===== config.mk =====
export PLATFORM = sky130hd
export DESIGN_NAME = uart_rx_fifo
export DESIGN_NICKNAME = d
export VERILOG_FILES = /design/src/rtl/uart_rx_fifo.sv
export SDC_FILE = /design/constraint.sdc
export NUM_CORES = 1
export LEC_CHECK = 0
export CAP_MARGIN = 25
export CORE_MARGIN = 1.5
export CORE_UTILIZATION = 46
export DETAILED_ROUTE_END_ITERATION = 8
export HOLD_SLACK_MARGIN = 0.06
export PLACE_DENSITY = 0.59
export SETUP_SLACK_MARGIN = 0.15
export SLEW_MARGIN = 20
export SYNTH_ARGS = -nofsm -noshare
export SYNTH_HDL_FRONTEND = slang
export SYNTH_SLANG_ARGS = --single-unit

===== constraint.sdc =====
create_clock -name clk -period 6.35 [get_ports clk]
set_input_delay 0.635 -clock clk [delete_from_list [all_inputs] [get_ports clk]]
set_output_delay 0.635 -clock clk [all_outputs]
set_load 0.02 [all_outputs]

===== src/rtl/uart_rx_fifo.sv =====
// rtl/uart_rx_fifo.sv - 8N1 UART receiver feeding a show-ahead byte FIFO
//
// Purpose: deserializes the asynchronous rxd line into bytes and queues them
// for the core, which reads them through uart_in / uart_empty / uart_rdreq.
//
// Ports:
//   clk         system clock, all state on the rising edge
//   rst         asynchronous active-high reset
//   rxd         serial line, asynchronous to clk, idles high
//   uart_rdreq  pop request, ignored while uart_empty is high
//   uart_in     head-of-FIFO byte, 0 while empty
//   uart_empty  FIFO holds no bytes
//   rx_count    number of bytes held, 0..2^DEPTH_LOG2
//   overrun     sticky, a received byte was dropped because the FIFO was full
//   frame_err   one-cycle pulse after a stop bit sampled low
module uart_rx_fifo #(
  parameter int CLKS_PER_BIT = 434,
  parameter int DEPTH_LOG2   = 4
) (
  input  logic                  clk,
  input  logic                  rst,
  input  logic                  rxd,
  input  logic                  uart_rdreq,
  output logic [7:0]            uart_in,
  output logic                  uart_empty,
  output logic [DEPTH_LOG2:0]   rx_count,
  output logic                  overrun,
  output logic                  frame_err
);

  localparam int TW    = $clog2(CLKS_PER_BIT);
  localparam int DEPTH = 1 << DEPTH_LOG2;
  localparam logic [TW-1:0] BIT_LAST  = TW'(CLKS_PER_BIT - 1);
  localparam logic [TW-1:0] HALF_LAST = TW'(CLKS_PER_BIT / 2 - 1);

  typedef enum logic [1:0] {IDLE, START, DATA, STOP} state_t;

  // ---------------------------------------------------------------- sync
  logic rxd_m, rxd_s;

  always_ff @(posedge clk or posedge rst) begin
    if (rst) begin
      rxd_m <= 1'b1;
      rxd_s <= 1'b1;
    end else begin
      rxd_m <= rxd;
      rxd_s <= rxd_m;
    end
  end

  // ---------------------------------------------------------------- receiver
  state_t        state, state_nx;
  logic [TW-1:0] timer, timer_nx;
  logic [2:0]    bit_idx, bit_idx_nx;
  logic [7:0]    shift, shift_nx;
  logic          push, bad_stop;

  always_ff @(posedge clk or posedge rst) begin
    if (rst) begin
      state     <= IDLE;
      timer     <= '0;
      bit_idx   <= '0;
      shift     <= '0;
      frame_err <= 1'b0;
    end else begin
      state     <= state_nx;
      timer     <= timer_nx;
      bit_idx   <= bit_idx_nx;
      shift     <= shift_nx;
      frame_err <= bad_stop;
    end
  end

  always_comb begin
    state_nx   = state;
    timer_nx   = timer;
    bit_idx_nx = bit_idx;
    shift_nx   = shift;
    push       = 1'b0;
    bad_stop   = 1'b0;
    case (state)
      IDLE: begin
        if (!rxd_s) begin
          timer_nx = '0;
          state_nx = START;
        end
      end
      START: begin
        // Mid start bit: a line that is high again was only a glitch.
        if (timer == HALF_LAST) begin
          if (rxd_s) begin
            state_nx = IDLE;
          end else begin
            timer_nx   = '0;
            bit_idx_nx = '0;
            state_nx   = DATA;
          end
        end else begin
          timer_nx = timer + 1'b1;
        end
      end
      DATA: begin
        if (timer == BIT_LAST) begin
          timer_nx          = '0;
          shift_nx[bit_idx] = rxd_s;
          if (bit_idx == 3'd7) begin
            state_nx = STOP;
          end else begin
            bit_idx_nx = bit_idx + 1'b1;
          end
        end else begin
          timer_nx = timer + 1'b1;
        end
      end
      STOP: begin
        // Returning to IDLE on the sample edge leaves half a bit of margin
        // to catch an immediately following start bit.
        if (timer == BIT_LAST) begin
          timer_nx = '0;
          state_nx = IDLE;
          if (rxd_s) push = 1'b1;
          else       bad_stop = 1'b1;
        end else begin
          timer_nx = timer + 1'b1;
        end
      end
      default: state_nx = IDLE;
    endcase
  end

  // ---------------------------------------------------------------- FIFO
  logic [7:0]          mem [DEPTH];
  logic [DEPTH_LOG2:0] wr_ptr, rd_ptr;
  logic                empty, full, pop, wr_en;

  assign empty = (wr_ptr == rd_ptr);
  assign full  = (wr_ptr[DEPTH_LOG2-1:0] == rd_ptr[DEPTH_LOG2-1:0]) &&
                 (wr_ptr[DEPTH_LOG2] != rd_ptr[DEPTH_LOG2]);
  assign pop   = uart_rdreq && !empty;
  // A pop on the same edge frees the slot the push lands in.
  assign wr_en = push && (!full || pop);

  always_ff @(posedge clk) begin
    if (wr_en) mem[wr_ptr[DEPTH_LOG2-1:0]] <= shift;
  end

  always_ff @(posedge clk or posedge rst) begin
    if (rst) begin
      wr_ptr  <= '0;
      rd_ptr  <= '0;
      overrun <= 1'b0;
    end else begin
      if (wr_en) wr_ptr <= wr_ptr + 1'b1;
      if (pop)   rd_ptr <= rd_ptr + 1'b1;
      if (push && full && !pop) overrun <= 1'b1;
    end
  end

  assign uart_empty = empty;
  assign uart_in    = empty ? 8'h00 : mem[rd_ptr[DEPTH_LOG2-1:0]];
  assign rx_count   = wr_ptr - rd_ptr;

endmodule


==> Word level (Yosys, flattened, before mapping) <==
Memories as Yosys holds them, arrays and structs flattened.
Cells that the tools add are included.
{ "classes": {"addsub": 5, "n_lt_le_gt_ge": 2, "n_eq_ne": 16, "muxes": 28, "n_reduce_logical": 16} }
{ "op_table": {"columns": ["operator", "n"], "rows": [
  ["9-bit two-way mux", 3],
  ["9-bit one-hot mux with 3 select lines", 1],
  ["2-bit != test, second input constant", 7],
  ["2-bit two-way mux", 6],
  ["3-bit two-way mux", 4],
  ["5-bit by 1-bit adder with 5-bit output, second input constant", 2],
  ["5-bit AND reduction", 2],
  ["9-bit by 1-bit adder with 9-bit output, second input constant", 1],
  ["9-bit by 8-bit == test with 1-bit output, second input constant", 1],
  ["9-bit == test, second input constant", 1],
  ["1-bit two-way mux", 9],
  ["8-bit bitwise mux", 1],
  ["8-bit two-way mux", 1],
  ["2-bit one-hot mux with 4 select lines", 1],
  ["1-bit logical AND", 6],
  ["3-bit one-hot mux with 2 select lines", 1],
  ["5-bit == test", 1],
  ["5-bit subtractor", 1],
  ["2-bit == test, second input constant", 2],
  ["4-bit == test", 1],
  ["3-bit by 4-bit < comparator with 1-bit output, second input constant", 1],
  ["3-bit by 1-bit adder with 3-bit output, second input constant", 1],
  ["1-bit demux with 3-bit select", 1],
  ["3-bit == test, second input constant", 1],
  ["9 further kinds", 11]
]} }
{ "word_totals": {"regBits": 36, "mem_bits_rw": 128, "mem_count": 1} }
{ "mem_list": {"columns": ["name", "words", "word_bits", "read_ports", "rd_clocked_by_memory_dff", "wr", "line_no", "source"], "rows": [
  ["mem", 16, 8, 1, 0, 1, "132", "logic [7:0] mem [DEPTH];"]
]} }

==> Logic depth before layout (Yosys ltp) <==
Gate-level depths: netlist of run 1.
{ "depth": {"ltp_word": 7, "mapped_depth": 9} }

==> Least setup slack after synthesis of run 1 <==
OpenSTA, ideal clock, no wires.
{ "synth_path": {"path_kind": "reg2out", "start": "register rd_ptr[3]", "end": "output port uart_in[0]", "arrival_ps": 2182, "slack_ps": 3533, "stages_incl_launch_ff": 8, "n_path_buf": 1, "path_cell_list": "dfrtp_1 > inv_2 > buf_1 > ha_1 > and4_1 > nand2_1 > nand2_1 > o22ai_1"} }
{ "synth_via": {"elab_chain_cells": 2} }
{ "synth_lines": {"columns": ["item", "line_no", "source"], "rows": [
  ["start: declaration", "133", "logic [DEPTH_LOG2:0] wr_ptr, rd_ptr;"],
  ["start signal: assignment", "154", "if (pop) rd_ptr <= rd_ptr + 1'b1;"],
  ["memory 16 x 8 bit or 5-bit == test (tied branches)", null, null],
  ["8-bit two-way mux (*)", "160", "assign uart_in = empty ? 8'h00 : mem[rd_ptr[DEPTH_LOG2-1:0]];"],
  ["end: declaration", "24", "output logic [7:0] uart_in,"]
]} }
Every way passes the cells marked *; elsewhere a longest branch is shown, timed or not.

==> Final worst setup path of run 1 <==
{ "layout_path": {"start": "register rd_ptr[0]", "end": "output port uart_in[6]"} }
Same word-level chain as after synthesis.

==> impl_metrics.yaml, run 1 <==
logic_synthesis:
  synth_edf_count: 128
  synthFlopType: "edfxtp_1"
  ys_top_cells_by_area: "edfxtp_1 55%, dfrtp_1 12%, mux4_2 10%"
  yosysMostFrequentCell: "edfxtp_1"
  syn-cell-area_um2: 7040
  synth_nets: 442
  yosysUniqueCellTypes: 53
  avgSynthCellArea_um2: 16.6
  yosys.area.top_type: "edfxtp_1"
  netlist.area_leader.share_pct: 54.6
  async_flop_share_pct: 22.0
  synth.ff_latch_count: 164
  synth_common_cells: "128 x edfxtp_1, 34 x dfrtp_1, 32 x mux4_2"
  syn-instance-count: 423
  yosysSeqAreaShare_pct: 67.4
  ys.warnings.count: 0
sta:
  tns_ns: 0
  skew_ns: 0.0139
  slew_headroom_pct: 52.4
  drv_slew: 0
  max_freq_mhz: 257
  worst_pin_slew_ns: 0.714
  post-route-min-period_ns: 3.89
  rsz0062_at_grt: "no"
  fin_crit_sh_pct: 61.3
  finalSetupViolations: 0
  finalHoldViolCount: 0
finish:
  nNetsFinal: 467
  drive_above_1_share_pct: 19.1
  stdcell_area_um2: 8030
  area_delta_synth_final_pct: 14.1
  diodes: 0
global_routing:
  grt_use_total_pct: 19.0
  grt_antenna_before_repair: 0
  grt_max_degree: 37
  grt_pass1_vias: 3834
  grt_pass1_wl_um: 22300
  grt-ovfl-total: 0
power:
  comb_power_share_pct: 17.8
  p_seq_share_pct: 43.7
  p_switching_mw: 0.709
  irDropWorstVdd_mv: 0.209
  leakagePower_nw: 3.27
  internal_power_mw: 1.99
  power.share.switching_pct: 26.3
  clock_power_share_pct: 38.6
  powerDensity_nw_per_um2: 336
clocking:
  cts_resized: 0
  clk_latency_ns: 0.42
  clockRootBuffer: "clkbuf_16"
  clk_pin_slew_ns: 0.06
  hold_buffers: 0
  cts_tree: "done"
  cts_buffers: 17
  max-clock-path-buffers: 2
  cts_setup_buffers: 0
  htreeDepth: 4
  clkSinkCount: 164
floorplanning:
  rows: 45
  dieArea_um2: 16100
  die_h_um: 127
  coreArea_um2: 15100
  start_util_pct: 46.7
  die_x_um: 127
  io_pins: 20
placed_design:
  dpl_cell_area_um2: 7430
  dpl.hpwl_um: 8780
  portBuffers: 19
  place_congestion: 0.790
route:
  wire_per_inst_um: 21.2
  ant_nets: 0
  num_vias: 3671
  dr.pass1.iters: 5
  routed_via_density: 5.66
  drc_errors: 0
  drt_wl_total_um: 13700
  initialDrtViolationCount: 402
setup_path:
  startpoint_type: "register"
  crit_type: "register to output pin"
  rr_worst_depth: 6
  endpoint_kind: "output pin"
  worst-path-max-fanout: 36
  r2r_start: "rd_ptr[0]"
  crit_required_ns: 5.71
  arrival_ns: 3.26
  r2r_slack_ns: 3.25
  r2r-end: "mem[1][3]"
job:
  cap_violations: 0
status:
  status: "finished, final reports clean"
hold_path:
  hp-start: "rxd_m"
  hold_path_class: "register to register"
  whs_path_depth: 0
  hold_end: "rxd_s"
logic make-up (layout without fill, tap and decap cells):
logic type / count (synthesis) / after routing / synth area share [%]
DFF: 164 / 164 / 67.4
and+or+nand+nor: 99 / 99 / 8.39
muxes: 58 / 58 / 14.1
AOI/OAI and AO/OA: 39 / 39 / 3.68
buffers and inverters: 34 / 72 / 1.92
adders and majority gates: 15 / 15 / 2.77
xor gates and xnor gates: 14 / 14 / 1.74
cell usage in the layout, fill, tap and decap left out, drive strengths merged, types with 5 or more instances in the layout:
cell type and count:
a21oi 5, and2 5, and3 13, clkbuf 17, clkdlybuf4s50 19, clkinv 5, dfrtp 34, edfxtp 128
ha 14, inv 22, mux2 9, mux2i 17, mux4 32, nand2 22, nand3 11, nand4 5
nor2 10, nor2b 6, nor3 8, o21ai 7, o22ai 12, xnor2 10
cell type report:
| cell class | instances | area (um^2) |
|---|---|---|
| clock buffer | 17 | 425 |
| clock inverter | 15 | 179 |
| fill | 1229 | 7060 |
| inverter | 17 | 63.8 |
| multi-input combinational | 225 | 2160 |
| sequential | 164 | 4750 |
| tap | 188 | 235 |
| timing repair buffer | 23 | 220 |
how the worst max path moves through the flow:
stage,depth (start not counted),startpoint,to,slack (ns)
2_1_floorplan,7,rd_ptr[3],uart_in[0],3.53
3_3_place_gp,7,rd_ptr[0],uart_in[6],2.87
3_5_place_dp,7,rd_ptr[0],uart_in[6],2.84
4_1_cts,7,rd_ptr[0],uart_in[6],2.36
5_1_grt,7,rd_ptr[0],uart_in[6],2.21
6_report,7,rd_ptr[0],uart_in[6],2.46
power by group through the flow:
stage | logic (mW) | registers [mW] | clock network [mW]
after CTS | 0.490 | 1.18 | 1.06
after floorplan | 0.353 | 1.20 | 0
after global routing | 0.522 | 1.18 | 1.10
final | 0.479 | 1.18 | 1.04
after detailed placement | 0.487 | 1.20 | 0
after global placement | 0.488 | 1.20 | 0
per-layer routing:
layer  routed length (um)  GRT usage (%)  vias to the layer above
met3                  658           3.54                       16
met4                  165           7.89                        0
met2                 6620           29.2                       77
met5                    0              0                        -
li1                     -              -                     1703
met1                 6290           27.1                     1875
sequential cells by signal (all words and copies together), names as in the netlist, 3 cells and up, named ones only:
| register | count |
|---|---|
| rd_ptr | 5 |
| shift | 8 |
| mem | 128 |
| timer | 9 |
| bit_idx | 3 |
| wr_ptr | 5 |
worst max-delay path, stage by stage, from the launching register on:
cell	delay, ns
dfrtp_2	0.34
buf_4	0.56
ha_1	0.39
and4_1	0.22
nand2_1	0.13
nand2_1	0.24
o22ai_1	0.30
clkdlybuf4s50_1	0.65
metrics by stage:
stage / power (mW) / utilization (%) / hold slack [ns] / std cells / worst slack [ns]
5_1_grt: 2.80 / 53.2 / 0.365 / 649 / 2.21
4_1_cts: 2.73 / 53.2 / 0.357 / 649 / 2.36
6_report: 2.70 / 53.2 / 0.357 / 649 / 2.46
3_5_place_dp: 1.69 / 49.2 / 0.348 / 617 / 2.84
3_3_place_gp: 1.69 / 49.2 / 0.347 / 617 / 2.87
2_1_floorplan: 1.55 / - / 0.345 / 423 / 3.53
Power figures use the tool's default switching activity.
==> inputs of run 2 (changes only) <==
- clock period: 6.35 -> 3.65 ns (I/O delays scaled with it)
==> run 2 against run 1 <==
  * Combinational power grew 80%
  * Routed wire length grew 0.23%
  * Sequential power grew 74%
  * First-iteration DRC count shrank 21%
  * Sequential share of layout area grew 0.64 points
  * Global-route usage shrank 0.50 points
  * Clock power grew 46%
  * Register-to-register slack lost 2.4 ns
  * Utilization shrank 0.57 points
  * Final area shrank 1.1%
  * Worst setup slack lost 2.0 ns
  * Critical path type unchanged
  * Critical endpoint is now uart_in[5]
  * Largest power group unchanged
==> impl_metrics.yaml, run 2 (same netlist as run 1, synthesis figures left out) <==
finish:
  layout_common_cells: "128 x edfxtp_1, 33 x dfrtp_1, 32 x mux4_2"
  stdcell_count: 651
  area_delta_synth_final_pct: 12.8
  drive_above_1_share_pct: 18.4
  stdcell_area_um2: 7950
  largest_reg_flops: 128
  diodes: 0
  mostFrequentLayoutCell: "edfxtp_1"
  nNetsFinal: 469
global_routing:
  grt_pass1_vias: 3883
  grt_pass1_wl_um: 21900
  grt_use_total_pct: 18.5
  grt_max_degree: 37
  grt_antenna_before_repair: 0
  grt-ovfl-total: 0
setup_path:
  cpMaxStageDelayCell: "clkdlybuf4s50_1"
  rr_worst_depth: 6
  r2r_start: "timer[1]"
  startpoint_type: "register"
  crit_chain: "inv_1, ha_1, and4_1, nand2_1, nand2_1, o22ai_1, clkdlybuf4s50_1"
  cpPeakStageDelay_ns: 0.65
  endpoint_kind: "output pin"
  crit_type: "register to output pin"
  crit_top_cell: "nand2_1"
  worst-path-max-fanout: 8
  crit_required_ns: 3.28
  r2r_slack_ns: 0.83
  r2r-end: "mem[13][0]"
  arrival_ns: 2.87
power:
  p_switching_mw: 1.20
  comb_power_share_pct: 19.5
  power.share.switching_pct: 27.0
  p_seq_share_pct: 46.3
  totalPowerFinal_mw: 4.44
  leakagePower_nw: 3.23
  clock_power_share_pct: 34.3
  powerDensity_nw_per_um2: 558
  internal_power_mw: 3.24
  irDropWorstVdd_mv: 0.573
sta:
  fin_crit_sh_pct: 88.7
  fin_ws_ns: 0.413
  rsz0062_at_grt: "no"
  drv_slew: 0
  worst_pin_slew_ns: 0.744
  finalHoldViolCount: 0
  slew_headroom_pct: 50.2
  skew_ns: 0.00776
  tns_ns: 0
  finalSetupViolations: 0
  max_freq_mhz: 309
  post-route-min-period_ns: 3.24
clocking:
  cts_tree: "done"
  clk_latency_ns: 0.42
  clk_pin_slew_ns: 0.06
  cts_buffers: 17
  max-clock-path-buffers: 2
  cts_resized: 0
  cts_setup_buffers: 0
  hold_buffers: 0
  clkSinkCount: 164
  clockRootBuffer: "clkbuf_16"
  htreeDepth: 4
route:
  routed_via_density: 5.76
  drt_wl_total_um: 13800
  dr.pass1.iters: 4
  ant_nets: 0
  wire_per_inst_um: 21.1
  num_vias: 3751
  drc_errors: 0
  initialDrtViolationCount: 318
placed_design:
  dpl.hpwl_um: 9090
  place_congestion: 0.771
  dp.cells: 619
  portBuffers: 19
  dpl_cell_area_um2: 7440
  preCtsSetupSlack_ns: 0.851
job:
  cap_violations: 0
floorplanning:
  rows: 45
  die_x_um: 127
  io_pins: 20
  die_h_um: 127
  start_util_pct: 46.7
  coreArea_um2: 15100
  dieArea_um2: 16100
hold_path:
  hp-start: "rxd"
  hold_end: "rxd_m"
  whs_path_depth: 1
  hold_path_class: "primary input to register"
status:
  status: "finished, final reports clean"
==> run 2: changes by cell type in the layout (fill, tap and decap cells not counted), sizes merged <==
cell / change
clkinv: +4
bufinv: -3
clkinvlp: +1
buf: +2
clkbuf: +3
inv: -5
==> run 2: how the worst max path moves through the flow <==
| stage | from | endpoint | slack [ns] | cells past startpoint |
|---|---|---|---|---|
| after detailed placement | timer[1] | mem[13][7] | 0.85 | 6 |
| after global placement | timer[1] | mem[13][0] | 0.93 | 6 |
| after global routing | rd_ptr[2] | uart_in[5] | 0.29 | 7 |
| after floorplan | rd_ptr[3] | mem[15][0] | 1.03 | 6 |
| final | rd_ptr[2] | uart_in[5] | 0.41 | 7 |
| after CTS | wr_ptr[2] | uart_in[5] | 0.44 | 6 |
==> run 2: layout make-up <==
type | instances | area [um^2]
Clock buffer | 20 | 437
Fill cell | 1230 | 7140
Clock inverter | 12 | 66.3
Timing Repair Buffer | 25 | 235
Multi-Input combinational cell | 225 | 2160
Tap cell | 188 | 235
Inverter | 17 | 63.8
Sequential cell | 164 | 4750
==> run 2: worst max-delay path, delay by kind of cell, from the launching register on <==
kind,cells,cell delay (ns)
simple gates,3,0.62
compound gates,1,0.34
buf+inv,2,0.73
flops,1,0.42
fa+ha+maj,1,0.34
==> run 2: metal layers <==
metal,GRT usage (%),vias up,part of all wire [%]
li1,-,1707,-
met1,25.1,1930,45
met2,29.4,92,48
met3,4.26,22,4.5
met4,7.35,0,1.9
met5,0,-,0
==> run 2: power by group through the flow <==
| stage | sequential, mW | clock (mW) | combinational [mW] |
|---|---|---|---|
| after floorplan | 2.08 | 0 | 0.614 |
| after global placement | 2.09 | 0 | 0.875 |
| after detailed placement | 2.09 | 0 | 0.874 |
| after CTS | 2.05 | 1.55 | 0.882 |
| after global routing | 2.06 | 1.62 | 0.937 |
| final | 2.05 | 1.52 | 0.863 |
==> run 2: stage by stage <==
| stage | util (%) | hold WS, ns |
|---|---|---|
| 2_1_floorplan | - | 0.345 |
| 3_3_place_gp | 49.3 | 0.346 |
| 3_5_place_dp | 49.3 | 0.350 |
| 4_1_cts | 52.7 | 0.346 |
| 5_1_grt | 52.7 | 0.363 |
| 6_report | 52.7 | 0.355 |
==> inputs of run 3 (changes only) <==
- DONT_BUFFER_PORTS: unset -> 1
- GPL_ROUTABILITY_DRIVEN: unset -> 1
- PLACE_DENSITY: 0.59 -> 0.58
- REMOVE_ABC_BUFFERS: unset -> 1
==> run 3 against run 2 <==
  * Sequential share of layout area grew 0.91 points
  * Clock power increased by 9.9%
  * Power rose by 0.89%
  * Combinational power fell by 12%
  * First-iteration DRC count grew 15%
  * Sequential power about the same
  * Largest power group unchanged
==> impl_metrics.yaml, run 3 (same netlist as run 1, synthesis figures left out) <==
route:
  highest-signal-layer: "met4"
  routed_via_density: 5.81
  wl_met1_um: 6550
  ant_nets: 0
  initialDrtViolationCount: 367
  num_vias: 3682
  drc_errors: 0
  dr.pass1.iters: 4
  drt_wl_total_um: 14300
  route.met3.wl_um: 794
  dr_wl_met2_um: 6710
  wire_per_inst_um: 22.5
global_routing:
  grt-ovfl-total: 0
  grt_max_degree: 36
  grt_antenna_before_repair: 0
  grt_pass1_wl_um: 22700
  grt_use_total_pct: 19.7
  grt_pass1_vias: 3805
placed_design:
  dpl.hpwl_um: 9450
  dpl_cell_area_um2: 7260
  place_congestion: 0.825
  preCtsSetupSlack_ns: 1.05
  portBuffers: 0
clocking:
  clk_latency_ns: 0.43
  cts_buffers: 17
  cts_tree: "done"
  max-clock-path-buffers: 2
  clk_pin_slew_ns: 0.06
  clkSinkCount: 164
  cts_setup_buffers: 0
  htreeDepth: 4
  clockRootBuffer: "clkbuf_16"
  cts_resized: 0
setup_path:
  arrival_ns: 2.49
  worst-path-max-fanout: 8
  r2r_start: "timer[1]"
  cpPeakStageDelay_ns: 0.60
  startpoint_type: "register"
  crit_required_ns: 3.28
  crit_top_cell: "nand2_1"
  rr_worst_depth: 7
  cp-startpoint: "wr_ptr[0]"
  r2r_slack_ns: 1.05
  r2r-end: "mem[5][2]"
  crit_type: "register to output pin"
  cpMaxStageDelayCell: "o22ai_1"
  crit_chain: "inv_1, ha_1, and4_1, nand2_1, nand2_1, o22ai_1"
  endpoint_kind: "output pin"
sta:
  fin_ws_ns: 0.797
  rsz0062_at_grt: "no"
  tns_ns: 0
  finalSetupViolations: 0
  worst_pin_slew_ns: 0.858
  fin_crit_sh_pct: 78.2
  drv_slew: 0
  skew_ns: 0.00838
  post-route-min-period_ns: 2.85
  slew_headroom_pct: 42.8
  max_freq_mhz: 350
  finalHoldViolCount: 0
finish:
  stdcell_area_um2: 7830
  nFillCells: 1263
  nNetsFinal: 453
  drive_above_1_share_pct: 19.5
  multi_input_area_um2: 2160
  diodes: 0
  regArea_um2: 4750
  area_delta_synth_final_pct: 11.1
  mostFrequentLayoutCell: "edfxtp_1"
  layout_common_cells: "128 x edfxtp_1, 33 x dfrtp_1, 32 x mux4_2"
  largest_reg_flops: 128
power:
  clock_power_share_pct: 37.3
  p_switching_mw: 1.19
  power.share.switching_pct: 26.5
  comb_power_share_pct: 16.9
  powerDensity_nw_per_um2: 572
  leakagePower_nw: 3.20
  p_seq_share_pct: 45.8
  irDropWorstVdd_mv: 0.392
  internal_power_mw: 3.29
hold_path:
  hold_end: "overrun"
  hp-start: "uart_rdreq"
  whs_path_depth: 2
  hold_path_class: "primary input to register"
floorplanning:
  die_x_um: 127
  coreArea_um2: 15100
  rows: 45
  io_pins: 20
  start_util_pct: 46.7
  die_h_um: 127
  dieArea_um2: 16100
job:
  cap_violations: 0
status:
  status: "finished, final reports clean"
==> run 3: area by class of cell <==
class | instances | area share [%]
Clock buffer | 18 | 5.48
Clock inverter | 13 | 1.50
Inverter | 17 | 0.815
Multi-Input combinational cell | 225 | 27.6
Sequential cell | 164 | 60.7
Tap cell | 188 | 3.01
Timing Repair Buffer | 9 | 0.927
==> run 3: worst max-delay path: cells and delay by family (launching register included) <==
family / cells / cell delay, ns
AOI/OAI and AO/OA: 1 / 0.60
and+or+nand+nor: 3 / 0.59
buffers and inverters: 1 / 0.12
adders and majority gates: 1 / 0.35
DFF: 1 / 0.39
==> run 3: worst max-delay path by stage <==
stage,slack [ns],cells past startpoint,end
2_1_floorplan,0.38,5,mem[0][0]
3_3_place_gp,1.13,6,mem[7][6]
3_5_place_dp,1.05,7,mem[5][0]
4_1_cts,0.75,4,uart_in[6]
5_1_grt,0.61,4,uart_in[6]
6_report,0.80,6,uart_in[3]
==> run 3: power groups by stage <==
stage | registers (mW) | logic (mW) | clock network (mW)
after floorplan | 2.21 | 0.459 | 0
after global placement | 2.09 | 0.771 | 0
after detailed placement | 2.09 | 0.769 | 0
after CTS | 2.05 | 0.773 | 1.70
after global routing | 2.05 | 0.826 | 1.79
final | 2.05 | 0.757 | 1.67
==> run 3: per-layer routing <==
layer | up-vias | track usage [%]
met2 | 95 | 29.5
li1 | 1667 | -
met4 | 0 | 6.42
met3 | 15 | 5.36
met1 | 1905 | 28.2
met5 | - | 0
==> run 3: per-stage QoR <==
step	hold slack, ns	std cells	util (%)	total power, mW
3_3_place_gp	0.347	601	48.1	2.86
4_1_cts	0.228	634	51.9	4.52
2_1_floorplan	0.345	406	-	2.67
6_report	0.239	634	51.9	4.48
5_1_grt	0.239	634	51.9	4.67
3_5_place_dp	0.350	601	48.1	2.86
==> run 3: what timing repair did <==
action	CTS	global route
endpoints found under the hold margin	20	0
hold buffers	2	0
endpoints found under the setup margin	0	0
